## config.mk

```make
export PLATFORM = sky130hd
export DESIGN_NAME = fwd_int_tx4x4
export DESIGN_NICKNAME = d
export VERILOG_FILES = /design/src/rtl/fwd_int_tx4x4.sv
export SDC_FILE = /design/constraint.sdc
export NUM_CORES = 1
export LEC_CHECK = 0
export CORE_ASPECT_RATIO = 1.25
export CORE_MARGIN = 5
export CORE_UTILIZATION = 40
export DETAILED_ROUTE_END_ITERATION = 8
export GPL_TIMING_DRIVEN = 0
export SLEW_MARGIN = 20
export SYNTH_ARGS = -nofsm -noshare
export SYNTH_HDL_FRONTEND = slang
export SYNTH_SLANG_ARGS = --single-unit
```

## constraint.sdc

```tcl
create_clock -name clk -period 5.95 [get_ports clk]
set_input_delay 1.785 -clock clk [delete_from_list [all_inputs] [get_ports clk]]
set_output_delay 1.785 -clock clk [all_outputs]
set_load 0.01 [all_outputs]
```

## src/rtl/fwd_int_tx4x4.sv

```systemverilog
// fwd_int_tx4x4 -- H.264 4x4 forward integer core transform, Y = Cf*X*Cf^T,
// with Cf = [1 1 1 1; 2 1 -1 -2; 1 -1 -1 1; 1 -2 2 -1].
// The transform runs sequentially. A row pass processes one row of X per
// cycle into the intermediate W. A column pass then processes one column of W
// per cycle into coeff.
//
// Handshake (both sides): a transfer happens on a rising clk edge where
// valid && ready are both 1. Upstream holds residual stable while src_valid=1
// until it is accepted. coeff stays bit-stable while dst_valid=1 until the
// edge on which dst_ready=1.
//
// Ports:
//   clk          in   rising-edge clock
//   reset_n      in   asynchronous active-low reset
//   residual     in   signed RES_WIDTH residual block [row][col]
//   src_valid    in   upstream block valid
//   src_ready    out  block accepted this cycle if src_valid
//   coeff        out  signed OUT_WIDTH coefficients [row][col]
//   dst_valid    out  coeff holds a finished block
//   dst_ready    in   downstream takes coeff
//   o_dbg_state  out  FSM state (0 IDLE, 1 ROW, 2 COL, 3 DONE)
module fwd_int_tx4x4 #(
  parameter int MB_SIZE   = 4,
  parameter int RES_WIDTH = 9,
  parameter int OUT_WIDTH = RES_WIDTH + 6
) (
  input  logic                        clk,
  input  logic                        reset_n,
  input  logic signed [RES_WIDTH-1:0] residual [MB_SIZE][MB_SIZE],
  input  logic                        src_valid,
  output logic                        src_ready,
  output logic signed [OUT_WIDTH-1:0] coeff [MB_SIZE][MB_SIZE],
  output logic                        dst_valid,
  input  logic                        dst_ready,
  output logic [1:0]                  o_dbg_state
);

  // The row gain is at most 6, so 3 extra bits hold W exactly.
  localparam int W_WIDTH = RES_WIDTH + 3;

  typedef enum logic [1:0] {
    S_IDLE = 2'd0,
    S_ROW  = 2'd1,
    S_COL  = 2'd2,
    S_DONE = 2'd3
  } state_t;

  state_t                      r_state;
  logic [1:0]                  r_cnt;
  logic                        r_src_ready;
  logic                        r_dst_valid;
  logic signed [RES_WIDTH-1:0] r_x     [MB_SIZE][MB_SIZE];
  logic signed [W_WIDTH-1:0]   r_w     [MB_SIZE][MB_SIZE];
  logic signed [OUT_WIDTH-1:0] r_coeff [MB_SIZE][MB_SIZE];

  logic signed [W_WIDTH-1:0]   w_row_in  [MB_SIZE];
  logic signed [OUT_WIDTH-1:0] w_col_in  [MB_SIZE];
  logic [MB_SIZE*W_WIDTH-1:0]  w_row_out;
  logic [MB_SIZE*OUT_WIDTH-1:0] w_col_out;

  // Butterfly for the row pass. Lanes are packed {o3, o2, o1, o0}.
  function automatic logic [4*W_WIDTH-1:0] bfly_row(
    input logic signed [W_WIDTH-1:0] a0, a1, a2, a3
  );
    logic signed [W_WIDTH-1:0] s0, s1, d0, d1;
    s0 = a0 + a3;
    s1 = a1 + a2;
    d0 = a0 - a3;
    d1 = a1 - a2;
    return {d0 - (d1 <<< 1), s0 - s1, (d0 <<< 1) + d1, s0 + s1};
  endfunction

  // Same butterfly at column-pass width. Lanes are packed {o3, o2, o1, o0}.
  function automatic logic [4*OUT_WIDTH-1:0] bfly_col(
    input logic signed [OUT_WIDTH-1:0] a0, a1, a2, a3
  );
    logic signed [OUT_WIDTH-1:0] s0, s1, d0, d1;
    s0 = a0 + a3;
    s1 = a1 + a2;
    d0 = a0 - a3;
    d1 = a1 - a2;
    return {d0 - (d1 <<< 1), s0 - s1, (d0 <<< 1) + d1, s0 + s1};
  endfunction

  // The row pass reads X row r_cnt. The column pass reads W column r_cnt.
  // Each input is sign-extended to the width of its pass.
  always_comb begin
    for (int k = 0; k < MB_SIZE; k++) begin
      w_row_in[k] = {{(W_WIDTH-RES_WIDTH){r_x[r_cnt][k][RES_WIDTH-1]}},
                     r_x[r_cnt][k]};
      w_col_in[k] = {{(OUT_WIDTH-W_WIDTH){r_w[k][r_cnt][W_WIDTH-1]}},
                     r_w[k][r_cnt]};
    end
    w_row_out = bfly_row(w_row_in[0], w_row_in[1], w_row_in[2], w_row_in[3]);
    w_col_out = bfly_col(w_col_in[0], w_col_in[1], w_col_in[2], w_col_in[3]);
  end

  always_ff @(posedge clk or negedge reset_n) begin
    if (!reset_n) begin
      r_state     <= S_IDLE;
      r_cnt       <= 2'd0;
      r_src_ready <= 1'b0;
      r_dst_valid <= 1'b0;
      for (int i = 0; i < MB_SIZE; i++) begin
        for (int j = 0; j < MB_SIZE; j++) begin
          r_x[i][j]     <= '0;
          r_w[i][j]     <= '0;
          r_coeff[i][j] <= '0;
        end
      end
    end else begin
      case (r_state)
        S_IDLE: begin
          // src_ready goes high on the first edge after reset and
          // stays high while the FSM waits in IDLE.
          r_src_ready <= 1'b1;
          if (src_valid && r_src_ready) begin
            r_x         <= residual;
            r_cnt       <= 2'd0;
            r_src_ready <= 1'b0;
            r_state     <= S_ROW;
          end
        end
        S_ROW: begin
          for (int j = 0; j < MB_SIZE; j++) begin
            r_w[r_cnt][j] <= w_row_out[j*W_WIDTH +: W_WIDTH];
          end
          r_cnt <= r_cnt + 2'd1;
          if (r_cnt == 2'd3) begin
            r_state <= S_COL;
          end
        end
        S_COL: begin
          for (int j = 0; j < MB_SIZE; j++) begin
            r_coeff[j][r_cnt] <= w_col_out[j*OUT_WIDTH +: OUT_WIDTH];
          end
          r_cnt <= r_cnt + 2'd1;
          if (r_cnt == 2'd3) begin
            r_dst_valid <= 1'b1;
            r_state     <= S_DONE;
          end
        end
        S_DONE: begin
          // src_ready rises with the handoff, so a new block can be
          // accepted no earlier than the following edge.
          if (dst_ready) begin
            r_dst_valid <= 1'b0;
            r_src_ready <= 1'b1;
            r_state     <= S_IDLE;
          end
        end
        default: begin
          r_state <= S_IDLE;
        end
      endcase
    end
  end

  assign src_ready   = r_src_ready;
  assign dst_valid   = r_dst_valid;
  assign coeff       = r_coeff;
  assign o_dbg_state = r_state;

endmodule
```

==> results of run 1 <==
## kinds of logic (layout without fill, tap and decap cells)
kind of cell / count (synthesis) / count (layout) / share of synthesized area
flip-flops: 558 / 558 / 0.4597
XOR/XNOR: 123 / 123 / 0.03616
AND/OR/NAND/NOR: 814 / 814 / 0.1134
adder cells (fa/ha/maj): 197 / 197 / 0.08502
AO/OA/AOI/OAI: 535 / 535 / 0.1082
buffers and inverters: 332 / 829 / 0.04296
multiplexers: 339 / 339 / 0.1545
## cell usage after synthesis, drive strengths merged (7+ instances only)
cell type / n
o21bai: 30
o311ai: 7
mux2i: 20
fa: 16
ha: 180
nand4: 7
o31ai: 14
a21oi: 91
nor3: 26
clkbuf: 119
nor2: 104
or4: 11
dfrtp: 558
o21ai: 250
a211oi: 9
and2: 14
nand2: 532
nand3: 41
a211o: 16
inv: 174
o211ai: 13
o31a: 9
buf: 39
nor3b: 7
o21a: 15
xnor2: 82
a21o: 20
nor2b: 25
mux4: 80
nand2b: 26
a21boi: 12
mux2: 239
xor2: 40
## sequential cells by signal, summed over array words and instances, names as in the netlist
| register | flops |
|---|---|
| coeff | 228 |
| dst_valid | 1 |
| o_dbg_state | 2 |
| r_cnt | 2 |
| r_w | 180 |
| r_x | 144 |
| src_ready | 1 |
## final cells by class
class	instances	area [sq um]
fillers	7065	37900
flip-flops and latches	558	13960
clock buffers	81	1658
repair buffers	400	4123
plain buffers	155	723.2
clock inverters	19	211.5
multi-input cells	2008	15190
well taps	977	1222
inverters	174	653.1
## path summary, 6_finish.rpt
| path | startpoint | endpoint | cells past startpoint |
|---|---|---|---|
| min in group asynchronous | reset_n | coeff[238]$_DFFE_PN0P_ | 1 |
| hold / removal | r_w[135]$_DFFE_PN0P_ | r_w[135]$_DFFE_PN0P_ | 2 |
| setup / recovery | r_cnt[1]$_DFFE_PN0P_ | coeff[88]$_DFFE_PN0P_ | 20 |
| hold reg to reg | r_w[135]$_DFFE_PN0P_ | r_w[135]$_DFFE_PN0P_ | 2 |
| max in group asynchronous | reset_n | r_x[52]$_DFFE_PN0P_ | 4 |
| setup reg to reg | r_cnt[1]$_DFFE_PN0P_ | coeff[88]$_DFFE_PN0P_ | 20 |
## placed cells by master, fill, tap and decap left out, types with 91 or more instances in the layout
cell             Yosys  routed
mux2_2             239     239
o21ai_0            250     247
nand2_1            532     532
inv_1              174     174
nor2_1             102     102
dfrtp_1            558     557
clkdlybuf4s50_1      0     390
a21oi_1             91      91
ha_1               180     180
clkbuf_1           119     116
## routing by layer
metal / share of wire / track usage / up-vias
met1: 0.38 / 0.2569 / 11460
met5: 0 / 0 / -
li1: - / - / 10880
met2: 0.53 / 0.4325 / 588
met3: 0.046 / 0.03458 / 146
met4: 0.040 / 0.07912 / 0
## per-stage QoR
step                instances  instance area [sq um]  utilization  setup WS [ns]  hold WS, ns
detailed placement       4273                  35700       0.4720         -1.227       0.4619
CTS                      4373                  37690       0.4983      0.0001155       0.4767
finish                   4372                  37750       0.4990         0.2471       0.4703
global placement         4266                  35510       0.4695         -22.83       0.4521
floorplan                2898                  30380            -         0.7689       0.4406
global route             4372                  37750       0.4990       -0.01318       0.4944
## worst reg2reg max path, stage by stage, from the launching register on
cell             delay (ns)
dfrtp_2                0.51
clkbuf_4               0.32
clkdlybuf4s15_2        0.51
mux4_2                 0.44
inv_1                  0.18
ha_1                   0.26
nand2b_1               0.15
a21oi_1                0.24
o21ai_0                0.13
a21oi_1                0.20
o21ai_0                0.14
a21oi_1                0.26
nor2_1                 0.08
xnor2_1                0.24
ha_1                   0.28
clkbuf_1               0.19
or2_2                  0.38
o31ai_2                0.31
o211ai_1               0.18
a22oi_2                0.39
o21ai_0                0.16
## repair_timing
| action | in CTS | in global routing |
|---|---|---|
| gates resized for setup | 34 | 33 |
| endpoints found under the setup margin | 182 | 89 |
| buffers inserted | 1 | 1 |
| hold endpoints to repair | 0 | 0 |
| pin swaps | 1 | 1 |
==> flow_metrics.py, run 1 <==
metrics = {
    "synthesis": {
        "synthFlopType": "dfrtp_1",
        "syn_area_sq_um": 30380,
        "syn_nets": 3242,
        "synth-async-reset-ratio": 1.000,
        "synthCells": 2898,
        "synth_top_area_share": 0.4597,
        "yosys-top-cells-area": "dfrtp_1 (46%), mux2_2 (8.9%), ha_1 (7.4%)",
        "yosysWarnings": 0,
        "synth_seq_area_share": 0.4597,
        "syn_area_per_cell_sq_um": 10.48,
        "synth-edff-count": 0,
        "synth.distinct_cells": 73,
        "synth_seq_cells": 558,
        "synth_top_cell_by_area": "dfrtp_1",
    },
    "worst_hold_path": {
        "hold_class": "register to register",
    },
    "timing": {
        "worstMarginPinSlew_ns": 0.9752,
        "drv_slew": 0,
        "period_needed_ns": 5.703,
        "finalSetupViolCount": 0,
        "post-route-period-util": 0.9585,
        "relSlewSlack": 0.3498,
        "finalSetupTns_ns": 0,
        "worst_clock_skew_ns": 0.03432,
        "timing.fmax_ghz": 0.1754,
        "finalHoldViolations": 0,
    },
    "clocking": {
        "ctsLongestPathBuffers": 3,
        "cts-root-buf": "clkbuf_16",
        "h-tree-depth": 2,
        "clk_pin_slew_worst_paths_ns": 0.06,
        "numClockSinks": 558,
        "cts_tree": "built",
        "insertion_delay_ns": 0.64,
        "cts_buffers": 58,
        "holdBufCountCts": 0,
    },
    "layout": {
        "fin_nets": 3699,
        "synthToLayoutAreaGrowth_pct": 24.26,
        "post_route_cells_drive_above_1_share": 0.1434,
        "antenna_cells": 0,
    },
    "floorplan": {
        "chipHeight_microns": 318.1,
        "ioPinCount": 392,
        "initial_core_util": 0.4016,
        "die_w_microns": 256.5,
        "core_area_sq_um": 75640,
        "die-area_sq_um": 81590,
        "rows": 113,
    },
    "worst_setup_path": {
        "slowest_stage": "dfrtp_2",
        "cp_top_family": "compound AO/OA/AOI/OAI gates",
        "path_buf_inv": 4,
        "critPathLaunchType": "register",
        "critPathCaptureType": "register",
        "critical_path_class": "register to register",
        "path_cells": "clkbuf_4, clkdlybuf4s15_2, mux4_2, inv_1, ha_1, nand2b_1, a21oi_1, o21ai_0, a21oi_1, o21ai_0, a21oi_1, nor2_1, xnor2_1, ha_1, clkbuf_1, or2_2, o31ai_2, o211ai_1, a22oi_2, o21ai_0",
        "rrSetupSlack_ns": 0.25,
        "worstPathArrival_ns": 6.18,
        "crit_path_max_incr_delay_ns": 0.51,
        "crit_path_max_fanout": 10,
        "required_ns": 6.42,
    },
    "route": {
        "drtPass1Iterations": 5,
        "drt_iter0_markers": 1064,
        "route.detailed.drc": 0,
        "vias_per_cell": 5.278,
        "drt_wl_total_mm": 94.95,
        "vias": 23080,
        "wire_per_inst_microns": 21.72,
        "antenna_left": 0,
    },
    "global_route": {
        "grt_pass1_wl_mm": 143.7,
        "track_usage": 0.2269,
        "grt_max_degree": 94,
        "antenna_found_initial": 0,
        "grt-ovfl-total": 0,
        "first_global_vias": 23540,
    },
    "run": {
        "drv_cap": 0,
    },
    "run_status": {
        "run_status": "completed",
    },
    "placement": {
        "io_buffer_count": 391,
        "globalplace.congestion": 0.8906,
        "dp_hpwl_mm": 75.96,
    },
}
Power of run 1 is left out: the tool's default activity adds up to more than one toggle a clock period on the data nets, which glitch-free logic cannot reach.
==> run 2: changes to the inputs <==
--- a/config.mk
+++ b/config.mk
@@ -14,3 +14,4 @@
 export SYNTH_ARGS = -nofsm -noshare
 export SYNTH_HDL_FRONTEND = slang
 export SYNTH_SLANG_ARGS = --single-unit
+export TNS_END_PERCENT = 5
==> run 2 against run 1 <==
  * Count of clock-buffer cells in the layout did not move
  * First-iteration DRC count down 6.1%
  * Largest cell class unchanged
  * Clock skew hardly changed
  * Critical path type unchanged
==> flow_metrics.py, run 2 (synthesis gave the netlist of run 1 again) <==
metrics = {
    "run_status": {
        "run_status": "completed",
    },
    "global_route": {
        "grt-ovfl-total": 0,
        "first_global_vias": 23540,
        "grt_pass1_wl_mm": 143.7,
        "track_usage": 0.2269,
        "grt_max_degree": 94,
        "antenna_found_initial": 0,
    },
    "worst_hold_path": {
        "hold_path_depth": 2,
        "min_from": "r_w[135]$_DFFE_PN0P_",
        "min_to": "r_w[135]$_DFFE_PN0P_",
        "hold_class": "register to register",
    },
    "layout": {
        "final_cell_mix": "dfrtp_1 (557), nand2_1 (532), clkdlybuf4s50_1 (390)",
        "antenna_cells": 0,
        "largest_reg_flops": 228,
        "layout_commonest_cell": "dfrtp_1",
        "fin_nets": 3699,
        "post_route_cells_drive_above_1_share": 0.1437,
        "synthToLayoutAreaGrowth_pct": 24.26,
    },
    "worst_setup_path": {
        "critPathLaunchType": "register",
        "r2r_end": "r_w[58]$_DFFE_PN0P_",
        "worstPathArrival_ns": 6.22,
        "crit_path_max_fanout": 10,
        "regToRegStartpoint": "r_cnt[0]$_DFFE_PN0P_",
        "r2r_cells": 18,
        "worstSetupStartpoint": "r_cnt[0]$_DFFE_PN0P_",
        "critPathCaptureType": "register",
        "required_ns": 6.50,
        "rrSetupSlack_ns": 0.28,
        "critical_path_class": "register to register",
    },
    "route": {
        "vias": 23110,
        "wire_per_inst_microns": 21.71,
        "vias_per_cell": 5.287,
        "drt_iter0_markers": 999,
        "antenna_left": 0,
        "drt_wl_total_mm": 94.91,
        "route.detailed.drc": 0,
        "drtPass1Iterations": 5,
    },
    "timing": {
        "setup_ws_ns": 0.2777,
        "relSlewSlack": 0.3444,
        "rsz0062_at_grt": "true",
        "worst_clock_skew_ns": 0.03441,
        "worstMarginPinSlew_ns": 0.9764,
        "post-route-period-util": 0.9533,
        "finalHoldViolations": 0,
        "drv_slew": 0,
        "period_needed_ns": 5.672,
        "finalSetupViolCount": 0,
        "holdWs_ns": 0.4703,
        "timing.fmax_ghz": 0.1763,
    },
    "clocking": {
        "ctsLongestPathBuffers": 3,
        "cts_buffers": 58,
        "clk_pin_slew_worst_paths_ns": 0.06,
        "h-tree-depth": 2,
        "holdBufCountCts": 0,
        "insertion_delay_ns": 0.64,
        "cts_tree": "built",
        "cts-root-buf": "clkbuf_16",
        "numClockSinks": 558,
    },
    "floorplan": {
        "ioPinCount": 392,
        "core_area_sq_um": 75640,
        "die_w_microns": 256.5,
        "initial_core_util": 0.4016,
        "rows": 113,
        "die-area_sq_um": 81590,
        "chipHeight_microns": 318.1,
    },
    "placement": {
        "globalplace.congestion": 0.8906,
        "place_worst_setup_slack_ns": -1.227,
        "io_buffer_count": 391,
        "dp_hpwl_mm": 75.96,
    },
    "run": {
        "drv_cap": 0,
    },
}
[run 2: metrics by stage]
| stage | util | TNS, ns | cells | instance area [sq um] |
|---|---|---|---|---|
| after floorplan | - | 0 | 2898 | 30380 |
| after global placement | 0.4695 | - | 4266 | 35510 |
| after detailed placement | 0.4720 | -101.42 | 4273 | 35700 |
| after CTS | 0.4983 | 0 | 4373 | 37690 |
| after global routing | 0.4990 | -0.09957 | 4372 | 37750 |
| final | 0.4990 | 0 | 4372 | 37750 |
[run 2: area by class of cell]
type	instances	area, sq um
fillers	7064	37890
multi-input cells	2008	15190
flip-flops and latches	558	13960
repair buffers	400	4123
clock buffers	81	1658
well taps	977	1222
plain buffers	155	720.7
inverters	174	653.1
clock inverters	19	211.5
[run 2: metal layers]
| metal | GRT usage | share of wire | up-vias |
|---|---|---|---|
| met5 | 0 | 0 | - |
| met2 | 0.4325 | 0.53 | 619 |
| met3 | 0.03458 | 0.048 | 141 |
| met1 | 0.2569 | 0.38 | 11470 |
| li1 | - | - | 10880 |
| met4 | 0.07912 | 0.039 | 0 |
[run 2: worst max path at each step]
stage / end / slack (ns) / cells past startpoint
finish: r_w[58]$_DFFE_PN0P_ / 0.28 / 18
global route: coeff[147]$_DFFE_PN0P_ / -0.02 / 23
CTS: r_w[34]$_DFFE_PN0P_ / 0.0001 / 19
detailed placement: coeff[193]$_DFFE_PN0P_ / -1.23 / 22
global placement: r_x[20]$_DFFE_PN0P_ / -22.83 / 1
floorplan: coeff[102]$_DFFE_PN0P_ / 0.77 / 18
[run 2: worst max-delay path, cell delays in order (launching register included)]
cell and delay, ns:
dfrtp_1 0.37, buf_2 0.32, buf_6 0.31, mux4_2 0.65
inv_1 0.09, ha_1 0.16, inv_1 0.06, fa_1 0.49
a21o_1 0.19, a21oi_1 0.23, o21ai_0 0.14, a21oi_1 0.35
o31ai_1 0.15, xor2_1 0.48, ha_1 0.36, a21boi_1 0.20
clkbuf_1 0.32, or4_1 0.58, nand3_1 0.10
[run 2: timing repair]
item	in CTS	in global routing
setup buffers	1	1
endpoints found under the hold margin	0	0
gates cloned	0	0
pin swaps	1	1
setup endpoints to repair	182	89
gates resized for setup	34	33
Power of run 2 is left out for the same reason.
